[src/rtl/and2_chain_driver.sv]
// and2_chain_driver: stimulus source and response checker for the "main"
// and2-chain netlist. Walks I = 0..3 for ITERS passes, samples O/O1 after
// SETTLE idle cycles, counts mismatches against O = I[0] & I[1],
// O1 = {O, O}, and reports the result through a start/busy/done handshake.
// Optional feature macro: AND2_CHAIN_DRIVER_FIRST_FAIL_EN adds
// first_fail_valid / first_fail_vec (first mismatching vector of a run).
module and2_chain_driver #(
   parameter int unsigned ITERS  = 1,
   parameter int unsigned SETTLE = 1
) (
   input  logic       CLK,
   input  logic       ASYNCRESETN,
   input  logic       start,
   output logic       busy,
   output logic       done,
   output logic       pass,
   output logic [7:0] err_count,
   output logic [1:0] dut_I,
   input  logic       dut_O,
   input  logic [1:0] dut_O1
`ifdef AND2_CHAIN_DRIVER_FIRST_FAIL_EN
   ,
   output logic       first_fail_valid,
   output logic [1:0] first_fail_vec
`endif
);

   localparam int unsigned CNT_W = 8;
   localparam int unsigned SET_W = 4;
   localparam int unsigned VEC_W = 2;

   typedef enum logic [2:0] {
      S_IDLE,
      S_DRIVE,
      S_SETTLE,
      S_SAMPLE,
      S_DONE
   } state_t;

   state_t             state;
   logic [VEC_W-1:0]   vec_idx;
   logic [CNT_W-1:0]   iter_cnt;
   logic [SET_W-1:0]   settle_cnt;

   logic               exp_o_c;
   logic               mismatch_c;
   logic               last_vec_c;
   logic [CNT_W-1:0]   err_next_c;

   // The vector index is what drives the DUT; it only moves on entry to DRIVE.
   assign dut_I = vec_idx;

   // Golden response, per-vector compare and the saturated error count after this SAMPLE.
   always_comb begin
      exp_o_c    = vec_idx[0] & vec_idx[1];
      mismatch_c = (dut_O != exp_o_c) || (dut_O1 != {exp_o_c, exp_o_c});
      last_vec_c = (vec_idx == VEC_W'(3)) && (iter_cnt == CNT_W'(ITERS - 1));
      err_next_c = err_count;
      if (mismatch_c && (err_count != {CNT_W{1'b1}})) begin
         err_next_c = err_count + CNT_W'(1);
      end
   end

   // Sequencer: state, handshake outputs, counters and error bookkeeping.
   always_ff @(posedge CLK or negedge ASYNCRESETN) begin
      if (!ASYNCRESETN) begin
         state            <= S_IDLE;
         busy             <= 1'b0;
         done             <= 1'b0;
         pass             <= 1'b0;
         err_count        <= '0;
         vec_idx          <= '0;
         iter_cnt         <= '0;
         settle_cnt       <= '0;
`ifdef AND2_CHAIN_DRIVER_FIRST_FAIL_EN
         first_fail_valid <= 1'b0;
         first_fail_vec   <= '0;
`endif
      end else begin
         done <= 1'b0;
         case (state)
            S_IDLE: begin
               if (start) begin
                  err_count        <= '0;
                  pass             <= 1'b0;
                  vec_idx          <= '0;
                  iter_cnt         <= '0;
                  busy             <= 1'b1;
                  state            <= S_DRIVE;
`ifdef AND2_CHAIN_DRIVER_FIRST_FAIL_EN
                  first_fail_valid <= 1'b0;
                  first_fail_vec   <= '0;
`endif
               end
            end
            S_DRIVE: begin
               settle_cnt <= SET_W'(SETTLE);
               state      <= (SETTLE == 0) ? S_SAMPLE : S_SETTLE;
            end
            S_SETTLE: begin
               settle_cnt <= settle_cnt - SET_W'(1);
               if (settle_cnt <= SET_W'(1)) begin
                  state <= S_SAMPLE;
               end
            end
            S_SAMPLE: begin
               err_count <= err_next_c;
`ifdef AND2_CHAIN_DRIVER_FIRST_FAIL_EN
               if (mismatch_c && !first_fail_valid) begin
                  first_fail_valid <= 1'b1;
                  first_fail_vec   <= vec_idx;
               end
`endif
               if (last_vec_c) begin
                  busy  <= 1'b0;
                  done  <= 1'b1;
                  pass  <= (err_next_c == '0);
                  state <= S_DONE;
               end else begin
                  vec_idx <= vec_idx + VEC_W'(1);
                  if (vec_idx == VEC_W'(3)) begin
                     iter_cnt <= iter_cnt + CNT_W'(1);
                  end
                  state <= S_DRIVE;
               end
            end
            S_DONE: begin
               state <= S_IDLE;
            end
            default: begin
               state <= S_IDLE;
            end
         endcase
      end
   end

endmodule

[config.mk]
export PLATFORM = sky130hd
export DESIGN_NAME = and2_chain_driver
export DESIGN_NICKNAME = d
export VERILOG_FILES = /design/src/rtl/and2_chain_driver.sv
export SDC_FILE = /design/constraint.sdc
export NUM_CORES = 1
export LEC_CHECK = 0
export ABC_AREA = 1
export CORE_ASPECT_RATIO = 1.2
export CORE_MARGIN = 3
export CORE_UTILIZATION = 45
export DETAILED_ROUTE_END_ITERATION = 10
export GPL_TIMING_DRIVEN = 0
export PLACE_DENSITY = 0.69
export SYNTH_ARGS = -nofsm -noshare
export SYNTH_HDL_FRONTEND = slang
export SYNTH_SLANG_ARGS = --single-unit
[constraint.sdc]
create_clock -name CLK -period 2.1 [get_ports CLK]
set_clock_uncertainty 0.1 [all_clocks]
set_input_delay 0.21 -clock CLK [delete_from_list [all_inputs] [get_ports CLK]]
set_output_delay 0.21 -clock CLK [all_outputs]
set_load 0.01 [all_outputs]
==> results.md <==
Place:
- The HPWL after detailed placement is roughly 2.5 mm.
- The congestion estimate from routability-driven global placement came to 0.8289.
- The placed cell count is 271.
- The count of port buffers added during placement is 18.

Timing:
- The number of pins exceeding their max-slew limit in the final report is 0.
- The aggregate negative setup slack is 0 ns.
- The relative max-transition margin is 0.1648.
- The actual transition at the worst max-transition pin is about 1.2 ns.
- The maximum frequency from static timing analysis is 565.3 MHz.
- The number of hold-slack violations in the final timing report is 0.
- The final clock period utilization by the worst path is 0.8424.
- Setup repair after global routing left no endpoint under its margin.
- The setup violation total in the final timing report is 0.
- The routed design could run at a clock period as short as roughly 1.8 ns.

Routing:
- In this run the remaining antenna-violating nets after routing total 0.
- After the first detailed-routing iteration, the DRC count stood at 60.
- Summed over all layers, the routed wires come to roughly 3.3 mm.
- The post-detailed-route DRC marker count is 0.
- The wire length per cell is 12.00 µm.
- The count of vias placed by the detailed router is 1436.
- The detailed-router iteration count before antenna repair is 4.
- The via density per instance is 5.222.

Cells and area:
- The number of standard cells in the layout, taps in and fillers out is 275.
- The area growth from synthesis to layout is 17.95%.
- The fraction of layout cells with a size suffix above 1 is 0.1008.
- The number of antenna cells inserted is 0.
- Fill cells in the final layout number between 300 and 400.
- After the last flow step, the layout net total stands at 251.

Power and ir drop:
- VDD sags by at most ~0.63 mV.
- The leakage power summed over all cells is roughly 0.00096 µW.
- Power spread over the standard cell area amounts to 1225 nW/µm².

Clock network:
- The clock-pin slew on the worst setup and hold paths is 0.10 ns.
- TritonCTS built the clock tree.
- Counting along the longest clock path gives a buffer depth of 2.
- The clock reaches the later pin of the worst-skew pair after ~0.28 ns.
- For this design, the sink count on the clock tree is 28.
- In this run, post-CTS repair resized a total of 0 instances.
- The root cell of the clock tree is clkbuf_8.
- The post-CTS setup buffer count is 0.
- The total number of H-tree levels is 1.
- In this run, post-CTS hold repair placed 0 buffers.
- The number of clock buffers added by TritonCTS is 3.

Synthesis:
- The post-synthesis cell area is 1659 µm².
- dfrtp_1 takes more of the synthesized area than any other cell.
- In the synthesized netlist, the number of instances is 216.
- After synthesis, the netlist uses 28 different library cells.
- The sequential fraction of the synthesis area is 0.4223.
- The commonest cells after synthesis are nand2_1 (53), dfrtp_1 (28), inv_1 (28), nand3_1 (20), o21ai_0 (17).
- The Yosys step of the flow raised 0 warnings.
- The number of storage elements in the synthesis netlist is 28.
- The most used flip-flop cell after synthesis is dfrtp_1.
- The share of the synthesized area in the top cell type is 0.4223.
- In the synthesized netlist the async set-or-reset flop fraction comes to 1.000.
- Ranked by total cell area, the synthesized netlist is headed by dfrtp_1 (42%), nand2_1 (12%), inv_1 (6.3%).
- Counting flops with a built-in enable in the synthesized netlist gives 0.
- The most frequently used cell type in the post-synthesis netlist is nand2_1.
- Synthesis produced a netlist with a net count of between 200 and 250.
- After synthesis, the mean cell area works out to between 7 and 8 µm².

Floorplan:
- The core region area is 3453 µm².
- The die covers 4455 µm².
- 19 I/O pins were placed.
- In this run the horizontal extent of the chip is 61.43 µm.
- In this run the vertical extent of the chip is 72.52 µm.
- For this configuration, the core starts out at a cell density of 0.4804.
- Row generation in the floorplan step produced 23 rows.

GRT:
- Entering global routing, the biggest net connects 29 pins.
- The number of antenna violations at the first check in global routing is 0.
- The via count of the first global-routing pass was 1374.
- The wire length of the first global-routing pass is 5.871 mm.
- The overall overflow remaining after global route is 0.
- The total global-route track usage is 0.1723.

Setup path:
- The worst setup path is captured at a flop.
- The type of element launching the critical path is a flop.
- Data on the critical path is required at its endpoint by approximately 2.2 ns.
- Data arrives at the worst endpoint at 1.89 ns.
- Along the worst path, the maximum fanout reaches 8.
- The class of the most critical setup path is flop to flop.

Hold path:
- The worst hold path class is flop to flop.

Run:
- The max-capacitance violation count is 0.

Run status:
- The flow ran to the end, and the final reports show no timing, DRC or antenna violations.
## path summary, 6_finish.rpt
path	start	end	slack (ns)	cells past startpoint
setup reg to reg	dut_I[0]	pass	0.33	10
setup / recovery	dut_I[0]	pass	0.33	10
min in group asynchronous	ASYNCRESETN	settle_cnt[0]	0.48	1
hold / removal	settle_cnt[3]	settle_cnt[3]	0.39	1
max in group asynchronous	ASYNCRESETN	err_count[5]	0.67	1
hold reg to reg	settle_cnt[3]	settle_cnt[3]	0.39	1
## final cells by class
cell class	instances	area, µm²	share of cell area
multi-input cells	153	818.3	0.4182
flip-flops and latches	28	700.7	0.3581
repair buffers	18	180.2	0.09207
inverters	33	123.9	0.06330
well taps	37	46.29	0.02366
clock buffers	3	41.29	0.02110
clock inverters	1	30.03	0.01535
plain buffers	2	16.27	0.008312
## sequential cells by signal, indices dropped and copies added (netlist names)
signal and cells:
dut_I 2, iter_cnt 8, done 1, err_count 8, state 3, settle_cnt 4, busy 1, pass 1
## routing by layer
metal  routed length, µm  part of all wire  global-route usage
met5                   0                 0                   0
met4                  35             0.011             0.05425
met3                  96             0.029             0.02135
met2                1561              0.47              0.2741
met1                1607              0.49              0.2421
## cell families after synthesis
family / count (synthesis) / share of synthesized area
simple gates: 108 / 0.3175
compound gates: 37 / 0.1199
buf+inv: 35 / 0.08446
flops: 28 / 0.4223
fa+ha+maj: 6 / 0.04525
xor+xnor: 2 / 0.01056
## worst max-delay path, cell delays in order, from the launching register on
cell and delay, ns:
dfrtp_1 0.42, ha_1 0.26, nand2_1 0.07, o21ai_0 0.09, nand2_2 0.16, nand2_4 0.11, o21ai_0 0.17, nand2_1 0.10
nor2_1 0.11, nand3_1 0.07, nand2_1 0.06
## power breakdown
part | total [µW] | internal [µW] | switching [µW] | leakage [µW]
combinational | 1110 | 457 | 651 | 0.000550
clock | 421 | 255 | 166 | 0.0000357
sequential | 868 | 703 | 165 | 0.000373
## placed cells by master, fill, tap and decap left out
master | netlist | layout
o21ai_0 | 17 | 17
nor3_1 | 2 | 2
nor4_1 | 1 | 1
buf_2 | 1 | 1
a31oi_1 | 1 | 1
or2_2 | 1 | 1
inv_2 | 5 | 5
bufinv_16 | 0 | 1
xnor2_1 | 1 | 1
o21ai_1 | 9 | 9
nor2_4 | 4 | 4
xor2_1 | 1 | 1
ha_1 | 6 | 6
clkdlybuf4s50_1 | 0 | 18
dfrtp_1 | 28 | 28
o22ai_1 | 5 | 5
clkbuf_8 | 0 | 3
nand4_1 | 8 | 8
nand3_1 | 20 | 20
nand2_1 | 53 | 53
nand3b_1 | 1 | 1
a21o_1 | 1 | 1
buf_6 | 1 | 1
nor2_1 | 11 | 11
nor3_2 | 1 | 1
nand2_2 | 3 | 3
nand2_4 | 2 | 2
a21oi_1 | 3 | 3
inv_1 | 28 | 28
a21oi_2 | 1 | 1
nand3_2 | 1 | 1
## through the flow
| stage | hold WS (ns) | instance area (µm²) | utilization | setup WS, ns | power [µW] |
|---|---|---|---|---|---|
| 2_1_floorplan | -0.1856 | 1659 | - | 0.4762 | 1617 |
| 3_3_place_gp | 0.3707 | 1886 | 0.5460 | 0.2563 | 1968 |
| 3_5_place_dp | 0.3745 | 1886 | 0.5460 | 0.2351 | 1991 |
| 4_1_cts | 0.3932 | 1957 | 0.5667 | 0.3246 | 2423 |
| 5_1_grt | 0.4137 | 1957 | 0.5667 | 0.1156 | 2614 |
| 6_report | 0.3893 | 1957 | 0.5667 | 0.3309 | 2398 |
Note: power is estimated with default switching activity, not from simulation.
==> edit: new RTL, same settings <==
Build with the macro `AND2_CHAIN_DRIVER_FIRST_FAIL_EN` defined.
--- a/src/rtl/and2_chain_driver.sv
+++ b/src/rtl/and2_chain_driver.sv
@@ -5,4 +5,6 @@
 // Optional feature macro: AND2_CHAIN_DRIVER_FIRST_FAIL_EN adds
 // first_fail_valid / first_fail_vec (first mismatching vector of a run).
+`define AND2_CHAIN_DRIVER_FIRST_FAIL_EN
+
 module and2_chain_driver #(
    parameter int unsigned ITERS  = 1,
Function (old outputs only; new: first_fail_valid and first_fail_vec): kept (Yosys induction, for registers that start in step).
==> edit against the unedited design <==
  * Non-clock buffer count increased by 5
  * Final area increased by 9.4%
  * Sequential cell count increased by 3
  * Worst setup slack got worse by 0.12 ns
  * Wire length increased by 6.5%
  * Sequential power increased by 11%
  * Via count increased by 4.9%
  * Synthesized area increased by 7.1%
  * Total power increased by 7.1%
  * Fmax decreased by 6.3%
  * Clock power increased by 5.7%
  * Largest cell class unchanged
  * Largest power group unchanged
==> edit: results (changes against the unedited design) <==
| Metric | Value |
|---|---|
| Outcome | `finished clean` |
| Hold Crit Start | `state[2]` |
| FILL cells | `369 (+7.9%)` |
| Seq group | `962 uW (+11%)` |
| Mapped Nets | `236 (+3.5%)` |
| Pwr dens | `1200 mW/mm^2 (-2.1%)` |
| IO Port Bufs | `21 (+3)` |
| Layout cells sized above 1 | `0.134 (+0.0330)` |
| Hold Buf Count CTS | `1 (+1)` |
| Top cells by count, synth | `nand2_1 (51), dfrtp_1 (31), inv_1 (31)` |
| Synth Area in XOR/XNOR | `0.0148 (+0.00423)` |
| Critical Path AT | `2.01 ns (+0.12 ns)` |
| H-tree depth | `2 (+1)` |
| Hold WS | `0.352 ns (-0.0374 ns)` |
| Num CTS Buffers | `5 (+2)` |
| FF-to-FF path depth | `9 (-1)` |
| Met3 usage | `0.0418 (+0.0204)` |
| DR WL/cell | `11.5 um (-4.3%)` |
| Clock slew at reported path FFs | `0.07 ns (-0.03 ns)` |
| Tot GR Track Use | `0.161 (-0.0109)` |
| Final net count | `265 (+5.6%)` |
| First-pass GRT wire length | `6040 um (+2.8%)` |
| Adder-cell share of the synthesized area | `0.0423 (-0.00300)` |
| Critical path peak fanout | `6 (-2)` |
| Static leakage | `1.02 nW (+6.4%)` |
| Vias per inst | `4.92 (-5.7%)` |
| Vias in the first global route | `1,409 (+2.5%)` |
| Routed vias | `1,506 (+4.9%)` |
| HPWL Detailed | `2710 um (+7.8%)` |
| Syn Area/Cell | `7.93 um^2 (+3.3%)` |
| GP Congestion | `0.826 (-0.39%)` |
| Largest net degree at the start of global routing | `32 (+10%)` |
| Reg-to-reg slack, setup | `0.21 ns (-0.12 ns)` |
| VDD IR max | `0.000797 V (+27%)` |
| Antenna violations before repair | `0 (unchanged)` |
| Met1 Resource Use GR | `0.194 (-0.0483)` |
| DR iter-0 viols | `81 (+35%)` |
| Placed cells | `297 (+9.6%)` |
| Register area share after synthesis | `0.437 (+0.0143)` |
| Headroom to the max-slew limit | `0.550 (+0.385)` |
| Post-synthesis compound-gate area fraction | `0.107 (-0.0129)` |
| GR met2 Demand/Resource | `0.287 (+0.0124)` |
==> edit: cell count changes after synthesis, moves of 2 or more <==
cell / before / now
dfrtp_1: 28 / 31
inv_1: 28 / 31
nand2_1: 53 / 51
nand2_2: 3 / 7
nand3_1: 20 / 17
nand4_1: 8 / 10
nor3_1: 2 / 4
o21ai_0: 17 / 11
o21ai_1: 9 / 12
==> edit: layout make-up <==
type	instances	area [um^2]	share of cell area
inverter	36	135	0.0631
tap	52	65.1	0.0304
clock inverter	3	15.0	0.00701
buffer	3	23.8	0.0111
timing repair buffer	22	215	0.101
sequential	31	776	0.362
multi-input combinational	154	842	0.393
clock buffer	5	68.8	0.0321
==> edit: layer usage <==
metal | share of wire | wire (um) | vias to the layer above
met5 | 0 | 0 | -
met4 | 0.0074 | 26 | 0
met3 | 0.032 | 113 | 2
met2 | 0.50 | 1760 | 19
met1 | 0.46 | 1610 | 690
li1 | - | - | 795
==> edit: cell families (layout without fill, tap and decap cells) <==
kind of cell / after synthesis / in the layout
adders and majority gates: 6 / 6
buffers and inverters: 39 / 69
and+or+nand+nor: 110 / 110
DFF: 31 / 31
xor gates and xnor gates: 3 / 3
AOI/OAI and AO/OA: 35 / 35
==> edit: metrics by stage <==
stage / util / setup WS (ns)
6_report: 0.575 / 0.213
5_1_grt: 0.575 / 0.0116
4_1_cts: 0.575 / 0.191
3_5_place_dp: 0.550 / 0.206
3_3_place_gp: 0.551 / 0.0776
2_1_floorplan: - / 0.397
==> edit: worst register-to-register path: stages, from the launching register on <==
cell     delay, ns
dfrtp_1       0.42
ha_1          0.30
nand4_1       0.12
nor2_1        0.27
nand2_1       0.24
nor2_1        0.15
nand2_1       0.05
nor2_1        0.08
nand2_1       0.06
nand2_1       0.05
